## config.mk

```make
export PLATFORM = sky130hd
export DESIGN_NAME = display_scan_ctrl
export DESIGN_NICKNAME = d
export VERILOG_FILES = /design/src/rtl/display_scan_ctrl.sv
export SDC_FILE = /design/constraint.sdc
export NUM_CORES = 1
export LEC_CHECK = 0
export ABC_AREA = 1
export ABC_CLOCK_PERIOD_IN_PS = 1950
export CAP_MARGIN = 40
export CORE_ASPECT_RATIO = 0.75
export CORE_MARGIN = 8
export CORE_UTILIZATION = 55
export DETAILED_ROUTE_END_ITERATION = 8
export GPL_ROUTABILITY_DRIVEN = 0
export GPL_TIMING_DRIVEN = 1
export PLACE_DENSITY = 0.8
export SLEW_MARGIN = 10
export SYNTH_ARGS = -nofsm -noshare
export SYNTH_HDL_FRONTEND = slang
export SYNTH_SLANG_ARGS = --single-unit
export TNS_END_PERCENT = 20
```

## constraint.sdc

```tcl
create_clock -name clk -period 1.95 [get_ports clk]
set_clock_uncertainty 0.2 [all_clocks]
set_input_delay 0.39 -clock clk [delete_from_list [all_inputs] [get_ports clk]]
set_output_delay 0.39 -clock clk [all_outputs]
set_load 0.02 [all_outputs]
```

## src/rtl/display_scan_ctrl.sv

```systemverilog
// Browse controller for the register-file / data-memory debug display.
// Conditions raw buttons and the auto switch into a registered view select, address and step strobe.
module display_scan_ctrl #(
    parameter int DB_CYCLES   = 1000000,
    parameter int SCAN_CYCLES = 100000000,
    parameter int REG_DEPTH   = 32,
    parameter int MEM_DEPTH   = 64
) (
    input  logic       clk,
    input  logic       clr,
    input  logic       btn_next,
    input  logic       btn_prev,
    input  logic       btn_mode,
    input  logic       auto_en,
    output logic       show_mem,
    output logic [5:0] addr,
    output logic       step_pulse,
    output logic       auto_active
);

    localparam int DCW = $clog2(DB_CYCLES + 1);
    localparam int TCW = $clog2(SCAN_CYCLES + 1);
    localparam logic [DCW-1:0] DB_LAST   = DCW'(DB_CYCLES - 1);
    localparam logic [TCW-1:0] SCAN_LAST = TCW'(SCAN_CYCLES - 1);
    localparam logic [5:0]     REG_LAST  = 6'(REG_DEPTH - 1);
    localparam logic [5:0]     MEM_LAST  = 6'(MEM_DEPTH - 1);

    typedef enum logic {
        MANUAL = 1'b0,
        AUTO   = 1'b1
    } state_t;

    // Bit order: {auto_en, btn_mode, btn_prev, btn_next}
    logic [3:0]     sync1, sync2;
    logic [2:0]     db_level, db_prev;
    logic [DCW-1:0] db_cnt [3];
    logic [2:0]     press;
    logic           auto_sync;

    state_t         state, state_next;
    logic [TCW-1:0] timer, timer_n;
    logic           show_mem_n, step_n;
    logic [5:0]     addr_n, last, addr_inc, addr_dec;

    // NOTE: sequential state uses non-blocking (<=) so every flop samples pre-edge values.
    always_ff @(posedge clk or negedge clr) begin
        if (!clr) begin
            sync1 <= '0;
            sync2 <= '0;
        end else begin
            sync1 <= {auto_en, btn_mode, btn_prev, btn_next};
            sync2 <= sync1;
        end
    end

    // A level is accepted only after it differs from the current one for DB_CYCLES straight cycles.
    always_ff @(posedge clk or negedge clr) begin
        if (!clr) begin
            db_level <= '0;
            db_prev  <= '0;
            for (int i = 0; i < 3; i++) db_cnt[i] <= '0;
        end else begin
            db_prev <= db_level;
            for (int i = 0; i < 3; i++) begin
                if (sync2[i] == db_level[i]) begin
                    db_cnt[i] <= '0;
                end else if (db_cnt[i] == DB_LAST) begin
                    db_level[i] <= sync2[i];
                    db_cnt[i]   <= '0;
                end else begin
                    db_cnt[i] <= db_cnt[i] + DCW'(1);
                end
            end
        end
    end

    assign press     = db_level & ~db_prev;
    assign auto_sync = sync2[3];

    always_ff @(posedge clk or negedge clr) begin
        if (!clr) state <= MANUAL;
        else      state <= state_next;
    end

    // NOTE: every always_comb output gets a default first, so no path can infer a latch.
    always_comb begin
        state_next = state;
        case (state)
            MANUAL: if (auto_sync)  state_next = AUTO;
            AUTO:   if (!auto_sync) state_next = MANUAL;
            default: state_next = MANUAL;
        endcase
    end

    assign last     = show_mem ? MEM_LAST : REG_LAST;
    assign addr_inc = (addr == last) ? 6'd0 : addr + 6'd1;
    assign addr_dec = (addr == 6'd0) ? last : addr - 6'd1;

    always_comb begin
        show_mem_n = show_mem;
        addr_n     = addr;
        timer_n    = timer;
        if (press[2]) begin
            show_mem_n = ~show_mem;
            addr_n     = 6'd0;
            timer_n    = '0;
        end else if (state == AUTO) begin
            // Step presses are dropped here rather than queued.
            if (timer == SCAN_LAST) begin
                addr_n  = addr_inc;
                timer_n = '0;
            end else begin
                timer_n = timer + TCW'(1);
            end
        end else if (press[0] && press[1]) begin
            addr_n = addr;
        end else if (press[0]) begin
            addr_n = addr_inc;
        end else if (press[1]) begin
            addr_n = addr_dec;
        end
        if (state_next != state) timer_n = '0;
        step_n = (show_mem_n != show_mem) || (addr_n != addr);
    end

    always_ff @(posedge clk or negedge clr) begin
        if (!clr) begin
            timer       <= '0;
            show_mem    <= 1'b0;
            addr        <= 6'd0;
            step_pulse  <= 1'b0;
            auto_active <= 1'b0;
        end else begin
            timer       <= timer_n;
            show_mem    <= show_mem_n;
            addr        <= addr_n;
            step_pulse  <= step_n;
            auto_active <= (state_next == AUTO);
        end
    end

endmodule

```

# --- After elaboration in Yosys (flattened, before gate mapping) ---
# Index checks and enable logic that the tools add are counted.
totals:
  reg_bits: 110
  in_bits: 6
  output_inout_bits: 9
  wordCells: 65
op_classes:
  add_sub_neg: 6
  n_eq_ne: 11
  mux: 21
  n_bitwise: 6
  n_reduce_logical: 7
op_table:
  columns: ["operator", "n"]
  rows:
  - ["$mux 20", 6]
  - ["$mux 27", 4]
  - ["$add 20x1->20 const B", 3]
  - ["$eq 20x20->1 const B", 3]
  - ["$mux 6", 9]
  - ["$add 27x1->27 const B", 1]
  - ["$eq 27x27->1 const B", 1]
  - ["$add 6x1->6 const B", 1]
  - ["$eq 6x6->1", 1]
  - ["$logic_not 6->1", 1]
  - ["$ne 6x6->1", 1]
  - ["$reduce_and 2->1", 3]
  - ["$sub 6x1->6 const B", 1]
  - ["$not 1->1", 4]
  - ["$and 3x3->3", 1]
  - ["$eq 1x1->1", 3]
  - ["$not 3->3", 1]
  - ["$reduce_bool 3->1", 1]
  - ["$mux 1", 2]
  - ["$ne 1x1->1", 2]
  - ["$logic_and 1x1->1", 1]
  - ["$logic_or 1x1->1", 1]

# --- Longest topological paths before layout ---
# Gate-level depths: netlist (run 1).
depth:
  depth_word: 9
  depth_mapped: 16
  depth_no_buf: 15

# --- Least setup slack after synthesis (run 1) ---
# OpenSTA, ideal clock, no wires.
synth_path:
  path_kind: "reg-to-reg"
  from: "reg addr[0]"
  to: "reg step_pulse"
  setup_time_ns: 0.119
  arrival_ns: 1.846
  required_ns: 1.631
  setup_slack_ns: -0.215
  stages_incl_launch_ff: 12
  path_buffers: 0
  period_less_slack_ns: 2.165
  path_cell_list: "dfrtp_1 > clkinv_1 > ha_1 > nand3b_1 > nand2_1 > a21oi_1 > a21oi_1 > nand2_1 > nand2_1 > nand3_1 > nor2_1 > nand2_1"
synth_between:
  elab_chain_cells: 9
  elab_cells_between_ends: 14
  cone_classes: "2 x add/sub; 2 x eq/ne; 8 x mux; 2 x reduce/logical"
synth_lines:
  columns: ["element", "line_no", "text"]
  rows:
  - ["from (decl)", "16", "output logic [5:0] addr,"]
  - ["from (signal assigned)", "136", "addr <= addr_n;"]
  - ["$sub 6x1->6 / $logic_not 6->1 (equally long branches)", "97", "assign addr_dec = (addr == 6'd0) ? last : addr - 6'd1;"]
  - ["$mux 6", "97", null]
  - ["$mux 6", "119", "end else if (press[1]) begin"]
  - ["$mux 6", "117", "end else if (press[0]) begin"]
  - ["$mux 6", "115", "end else if (press[0] && press[1]) begin"]
  - ["$mux 6", "107", "end else if (state == AUTO) begin"]
  - ["$mux 6", "103", "if (press[2]) begin"]
  - ["$ne 6x6->1 (*)", "123", "step_n = (show_mem_n != show_mem) || (addr_n != addr);"]
  - ["$logic_or 1x1->1 (*)", "123", null]
  - ["via step_n", "42", "logic show_mem_n, step_n;"]
  - ["to (signal assigned)", "137", "step_pulse <= step_n;"]
  - ["to (decl)", "17", "output logic step_pulse,"]
# Mark *: on every way through the listed nets, which the timed path passes. The rest lies on a longest branch.
# A chain may end at the register's enable or synchronous reset.

# --- Worst setup path after layout (run 1) ---
# Ends and elaborated chain as after synthesis.

==> flow_summary.ini, run 1 <==
[critical_path]
crit_fanout = 5
max_stage_delay_ps = 450
cp-start-kind = flip-flop
cpMaxStageDelayCell = dfrtp_2
worst_ep_arrival_time_ps = 2200
endpoint_kind = flip-flop
critPathRequiredTime_ps = 2000
worstPathCellList = ha_4, nand3_1, nor2_2, nand2_2, nand2_1, nor2_4, nor2_1, nand2_1, nand2_1, o21ai_1, nor2_1, nand2_1
path_common_cell = nand2_1
crit_type = flip-flop to flip-flop

[timing]
setup_tns_ps = -2464
hold_ws_ps = 153.6
relSlewSlack_pct = 75.66
rsz0062_at_grt = true
hold_viol_final = 0
slew_viol_final = 0
period_needed_ps = 2156
period_share_pct = 110.6
worst_pin_slew_ps = 363.1
setup_viol = 28
fin_ws_ps = -206.1
max_freq_mhz = 463.8

[placement]
dp_hpwl_um = 10190
placed_cell_area_mm2 = 0.006848
port_buffers = 14
preCtsSetupSlack_ps = -148.8

[global_routing]
antenna_found_initial = 0
grt_busiest_layer = met2
grt_pass1_vias = 5384
grt_util_all_layers_pct = 19.91
met2_usage_pct = 33.03
grt_pass1_wl_um = 24210
grt_use_met3_pct = 3.925
grt_max_degree = 33
grtUsageMet1_pct = 25.91
grt-ovfl-total = 0

[routing]
drc = 0
routed_wl_um = 16130
ant_nets = 0
drt_iter0_drc = 843
vias_per_cell = 5.879
vias = 5973
wl_per_cell_um = 15.87
dr.pass1.iters = 6

[final_layout]
design_area_mm2 = 0.007742
n_antenna_cell = 0
num-fill-cells = 731
layout.nets = 884
drive_gt1_share_pct = 26.26
syn_to_final_growth_pct = 27.04

[yosys]
yosysTopAreaCellShare_pct = 45.17
yosysTopAreaCell = dfrtp_1
synthFlopType = dfrtp_1
synth.most_common_cell = nand2_1
yosys.cell_types.count = 45
synth-edff-count = 0
synth_seq_area_share_pct = 45.17
syn_area_per_cell_um2 = 7.925
synth_fp_nets = 782
ys_ff_latch = 110
yosysWarnings = 0
synth_top_cells_by_count = nand2_1 (158), dfrtp_1 (110), nor2_1 (89)
syn_area_mm2 = 0.006095
synth_cells = 769
ys_top_cells_by_area = dfrtp_1 (45%), nand2_1 (9.7%), nor2_1 (5.5%)
synth-async-reset-ratio_pct = 100.0

[outcome]
run_status = finished, violations left
violations = setup timing

[clock_tree]
clock_sinks = 110
root_buffer = clkbuf_16
cts_buffers = 9
clk_path_buf_depth = 2
clkLatencyLatePin_ps = 360
cts_tree = built
htreeDepth = 3
path_clk_slew_ps = 80

[flow_run]
cap_violations = 0

[floorplanning]
die_x_um = 137.6
die_h_um = 107.2
initial_core_util_pct = 56.12
num_rows = 33
core_area_mm2 = 0.01086
die_area_mm2 = 0.01474
ios = 15

[power_and_ir_drop]
power_per_cell_area_mw_per_mm2 = 613.5
p_leak_nw = 3.518
ir_worst_vdd_mv = 0.5091

[min_path]
hold_class = flip-flop to flip-flop
==> what timing repair did <==
item                                   in CTS  in global routing
gates resized for setup                    29                 81
endpoints found under the hold margin      22                  0
pin swaps                                   8                 36
setup endpoints to repair                  36                 74
cloned                                      0                  0
hold buffers                                1                  0
buffers inserted                            5                 22
==> power breakdown <==
part,total (mW),internal [mW],switching (mW)
Sequential,2.38,2.33,0.0565
Clock,1.84,0.910,0.930
Combinational,0.527,0.208,0.319
==> flip-flops by register name, summed over array words and instances, names as in the netlist <==
name and count:
auto_active 1, db_level 3, sync2 4, step_pulse 1, db_prev 3, addr 6
db_cnt 60, sync1 4, show_mem 1, timer 27
==> worst max-delay path, delay by kind of cell, from the launching register on <==
family	cells	cell delay [ps]
fa+ha+maj	1	160
simple gates	10	1160
flops	1	450
compound gates	1	80
==> routing by layer <==
layer | vias up | routed length, µm
met5 | - | 0
met4 | 0 | 493
met2 | 333 | 7871
met1 | 2829 | 6543
met3 | 79 | 1218
li1 | 2732 | -
==> per-stage QoR <==
step           instances  utilization [%]  power, mW
6_report            1016            71.30      4.750
5_1_grt             1016            71.30      4.923
4_1_cts              994            67.07      4.693
3_5_place_dp         972            63.06      2.878
3_3_place_gp         972            63.06      2.863
2_1_floorplan        769                -      2.665
==> worst paths after layout <==
kind / end / startpoint / depth (start not counted) / slack [ps]
hold / removal: sync2[0] / sync1[0] / 0 / 150
hold reg to reg: sync2[0] / sync1[0] / 0 / 150
setup reg to reg: step_pulse / addr[0] / 12 / -210
min in group asynchronous: sync2[1] / clr / 2 / 290
max in group asynchronous: addr[1] / clr / 3 / 750
setup / recovery: step_pulse / addr[0] / 12 / -210
==> final cells by class <==
type	count	area, µm²	share of cell area (%)
sequential	110	2759	35.63
clock buffer	9	225.2	2.909
multi-input combinational	548	3263	42.15
clock inverter	7	78.83	1.018
tap	140	175.2	2.262
timing repair buffer	100	845.8	10.92
inverter	102	395.4	5.107
==> cell families (layout without fill, tap and decap cells) <==
| logic type | after synthesis | after routing | share of synthesized area [%] |
|---|---|---|---|
| compound gates | 87 | 87 | 8.171 |
| xor+xnor | 32 | 32 | 4.599 |
| fa+ha+maj | 7 | 7 | 1.437 |
| buf+inv | 111 | 218 | 7.185 |
| flops | 110 | 110 | 45.17 |
| mux | 3 | 3 | 0.5543 |
| simple gates | 419 | 419 | 32.89 |
==> cells in the final DEF (no fill, tap or decap), types with 5 or more instances in the layout <==
| master | netlist | routed |
|---|---|---|
| nand2_1 | 158 | 136 |
| dfrtp_1 | 110 | 105 |
| inv_1 | 87 | 83 |
| nor2_1 | 89 | 79 |
| buf_4 | 0 | 79 |
| nand3_1 | 53 | 40 |
| nor3_1 | 39 | 34 |
| a21oi_1 | 33 | 31 |
| xor2_1 | 24 | 24 |
| nand4_1 | 22 | 22 |
| nand2_2 | 5 | 22 |
| o21ai_0 | 22 | 18 |
| nand3_2 | 1 | 14 |
| nor2_2 | 13 | 14 |
| o21ai_1 | 8 | 12 |
| inv_2 | 10 | 11 |
| nor2_4 | 2 | 11 |
| clkbuf_16 | 0 | 9 |
| xnor2_1 | 8 | 8 |
| nor3_2 | 5 | 8 |
| dlygate4sd2_1 | 0 | 8 |
| nor3b_1 | 7 | 6 |
| nand2_4 | 1 | 6 |
| nor4_1 | 8 | 6 |
| o22ai_1 | 6 | 6 |
| inv_4 | 1 | 5 |
| and3_1 | 6 | 5 |
| dfrtp_2 | 0 | 5 |
| clkdlybuf4s50_1 | 0 | 5 |
| buf_12 | 0 | 5 |
Power figures use the tool's default switching activity.
==> inputs of run 2 (changes only) <==
Settings changed: ABC_AREA 1 to default, CORE_UTILIZATION 55 to 56, PLACE_DENSITY 0.8 to 0.81.
==> flow_summary.ini, run 2 <==
[floorplanning]
num_rows = 32
die_area_mm2 = 0.01436
core_area_mm2 = 0.01037
ios = 15
die_h_um = 105.8
die_x_um = 135.8
initial_core_util_pct = 58.08

[power_and_ir_drop]
p_comb_share_pct = 10.4
pwr-share-seq_pct = 49.3
pwr-share-clk_pct = 40.3
power_per_cell_area_mw_per_mm2 = 628.2
intPower_mw = 3.549
p_leak_nw = 3.325
p_sw_mw = 1.240
ir_worst_vdd_mv = 0.4132
swShare_pct = 25.89

[timing]
period_needed_ps = 2283
worst_pin_slew_ps = 468.7
fin_ws_ps = -332.7
rsz0062_at_grt = true
setup_viol = 34
slew_viol_final = 0
hold_viol_final = 0
relSlewSlack_pct = 68.75
period_share_pct = 117.1
max_freq_mhz = 438.1

[critical_path]
endpoint_kind = flip-flop
crit_type = flip-flop to flip-flop
critPathRequiredTime_ps = 2050
crit_fanout = 3
ff2ff_path_depth = 7
cp-start-kind = flip-flop
worst_ep_arrival_time_ps = 2380

[global_routing]
grt_use_met3_pct = 6.452
grt_pass1_wl_um = 26000
grtUsageMet1_pct = 29.13
grt_util_all_layers_pct = 22.01
grt_busiest_layer = met2
grt-ovfl-total = 0
antenna_found_initial = 0
met2_usage_pct = 33.45
grt_max_degree = 32
grt_pass1_vias = 5391

[yosys]
yosysTopAreaCellShare_pct = 45.70
synthFlopType = dfrtp_1
synth.most_common_cell = dfrtp_1
ys_ff_latch = 110
yosys.cell_types.count = 73
synth_top_cells_by_count = dfrtp_1 (110), nor2_1 (98), xnor2_1 (50)
synth_seq_area_share_pct = 45.70
ys_top_cells_by_area = dfrtp_1 (46%), xnor2_1 (7.3%), nor2_1 (6.1%)
yosysTopAreaCell = dfrtp_1
syn_area_per_cell_um2 = 9.515
synth_fp_nets = 646
synth-edff-count = 0
syn_area_mm2 = 0.006023
yosysWarnings = 0
synth_cells = 633
synth-async-reset-ratio_pct = 100.0

[clock_tree]
path_clk_slew_ps = 80
root_buffer = clkbuf_16
clk_path_buf_depth = 2
htreeDepth = 3
cts_tree = built
cts_buffers = 9
clock_sinks = 110
clkLatencyLatePin_ps = 360

[routing]
routed_wl_um = 16900
drc = 0
wl_per_cell_um = 19.27
vias_per_cell = 6.452
drt_iter0_drc = 694
ant_nets = 0
dr.pass1.iters = 8
vias = 5658

[final_layout]
final_common_cell = dfrtp_1
multi_input_area_mm2 = 0.003331
num-fill-cells = 668
design_area_mm2 = 0.007624
reg_top3 = db_cnt x60, timer x27, addr x6
n_antenna_cell = 0
drive_gt1_share_pct = 24.29
largest_reg_flops = 60
syn_to_final_growth_pct = 26.57
top_register = db_cnt
layout_common_cells = dfrtp_1 (107), nor2_1 (98), buf_4 (87)
instances_no_fill = 877
seqCellArea_mm2 = 0.002756
layout.nets = 749
utilization_pct = 73.52

[outcome]
run_status = finished, violations left
violations = setup timing

[placement]
port_buffers = 14
dp_hpwl_um = 10470
place_inst = 854
placed_cell_area_mm2 = 0.007009
preCtsSetupSlack_ps = -243.4

[flow_run]
cap_violations = 0

[min_path]
whs_path_depth = 0
hold_class = flip-flop to flip-flop
==> run 2: cell count changes after synthesis, sizes merged, moves of 9 or more <==
cell | before | now
nand3 | 55 | 37
nor2b | 0 | 9
a21oi | 33 | 12
and4 | 0 | 9
and3 | 6 | 27
nor3 | 45 | 22
inv | 98 | 18
o21ai | 34 | 10
nand2 | 164 | 48
clkbuf | 2 | 14
and2 | 0 | 14
xnor2 | 8 | 50
==> run 2: metal layers <==
| layer | part of all wire, % | up-vias |
|---|---|---|
| li1 | - | 2466 |
| met1 | 40 | 2724 |
| met2 | 46 | 366 |
| met3 | 9.9 | 102 |
| met4 | 3.5 | 0 |
| met5 | 0 | - |
==> run 2: through the flow <==
| step | power (mW) | TNS (ps) | hold WS, ps |
|---|---|---|---|
| floorplan | 2.622 | -694.1 | -105.6 |
| global placement | 2.823 | -2089 | 135.5 |
| detailed placement | 2.845 | -4449 | 144.1 |
| CTS | 4.738 | -4135 | 161.0 |
| global route | 4.943 | -8059 | 167.3 |
| finish | 4.789 | -6419 | 157.5 |
==> run 2: area by class of cell <==
type | instances | area share [%]
Clock buffer | 10 | 3.003
Clock inverter | 6 | 1.001
Inverter | 18 | 0.8863
Multi-Input combinational cell | 482 | 43.69
Sequential cell | 110 | 36.16
Tap cell | 136 | 2.232
Timing Repair Buffer | 115 | 13.03
==> run 2: cells by family after synthesis <==
logic type / Yosys count / synth area share, %
flops: 110 / 45.70
xor+xnor: 68 / 9.888
mux: 7 / 1.226
simple gates: 323 / 28.58
fa+ha+maj: 7 / 1.454
buf+inv: 42 / 3.760
compound gates: 76 / 9.390
==> run 2: power by group through the flow <==
stage / registers, mW / logic (mW) / clock network [mW]
detailed placement: 2.40 / 0.443 / 0
floorplan: 2.41 / 0.217 / 0
CTS: 2.36 / 0.449 / 1.93
finish: 2.36 / 0.500 / 1.93
global placement: 2.40 / 0.424 / 0
global route: 2.37 / 0.536 / 2.04
==> run 2: path summary, 6_finish.rpt <==
check	startpoint	end	slack [ps]
setup / recovery	timer[10]	timer[16]	-330
hold / removal	sync1[3]	sync2[3]	160
setup reg to reg	timer[10]	timer[16]	-330
hold reg to reg	sync1[3]	sync2[3]	160
max in group asynchronous	clr	db_cnt[56]	690
min in group asynchronous	clr	db_cnt[8]	340
==> run 2: worst max-delay path, stage by stage (launching register included) <==
cell     delay, ps
dfrtp_1        380
buf_6          110
buf_4          120
and3_1         220
nand3_1        220
nor3_4         320
nor3b_1        420
a22o_1         230
==> run 2: what timing repair did <==
action,in CTS,in global routing
pin swaps,14,18
cloned,1,0
setup buffers,3,2
hold buffers,1,0
gates resized for setup,26,34
endpoints found under the setup margin,63,88
endpoints found under the hold margin,28,0
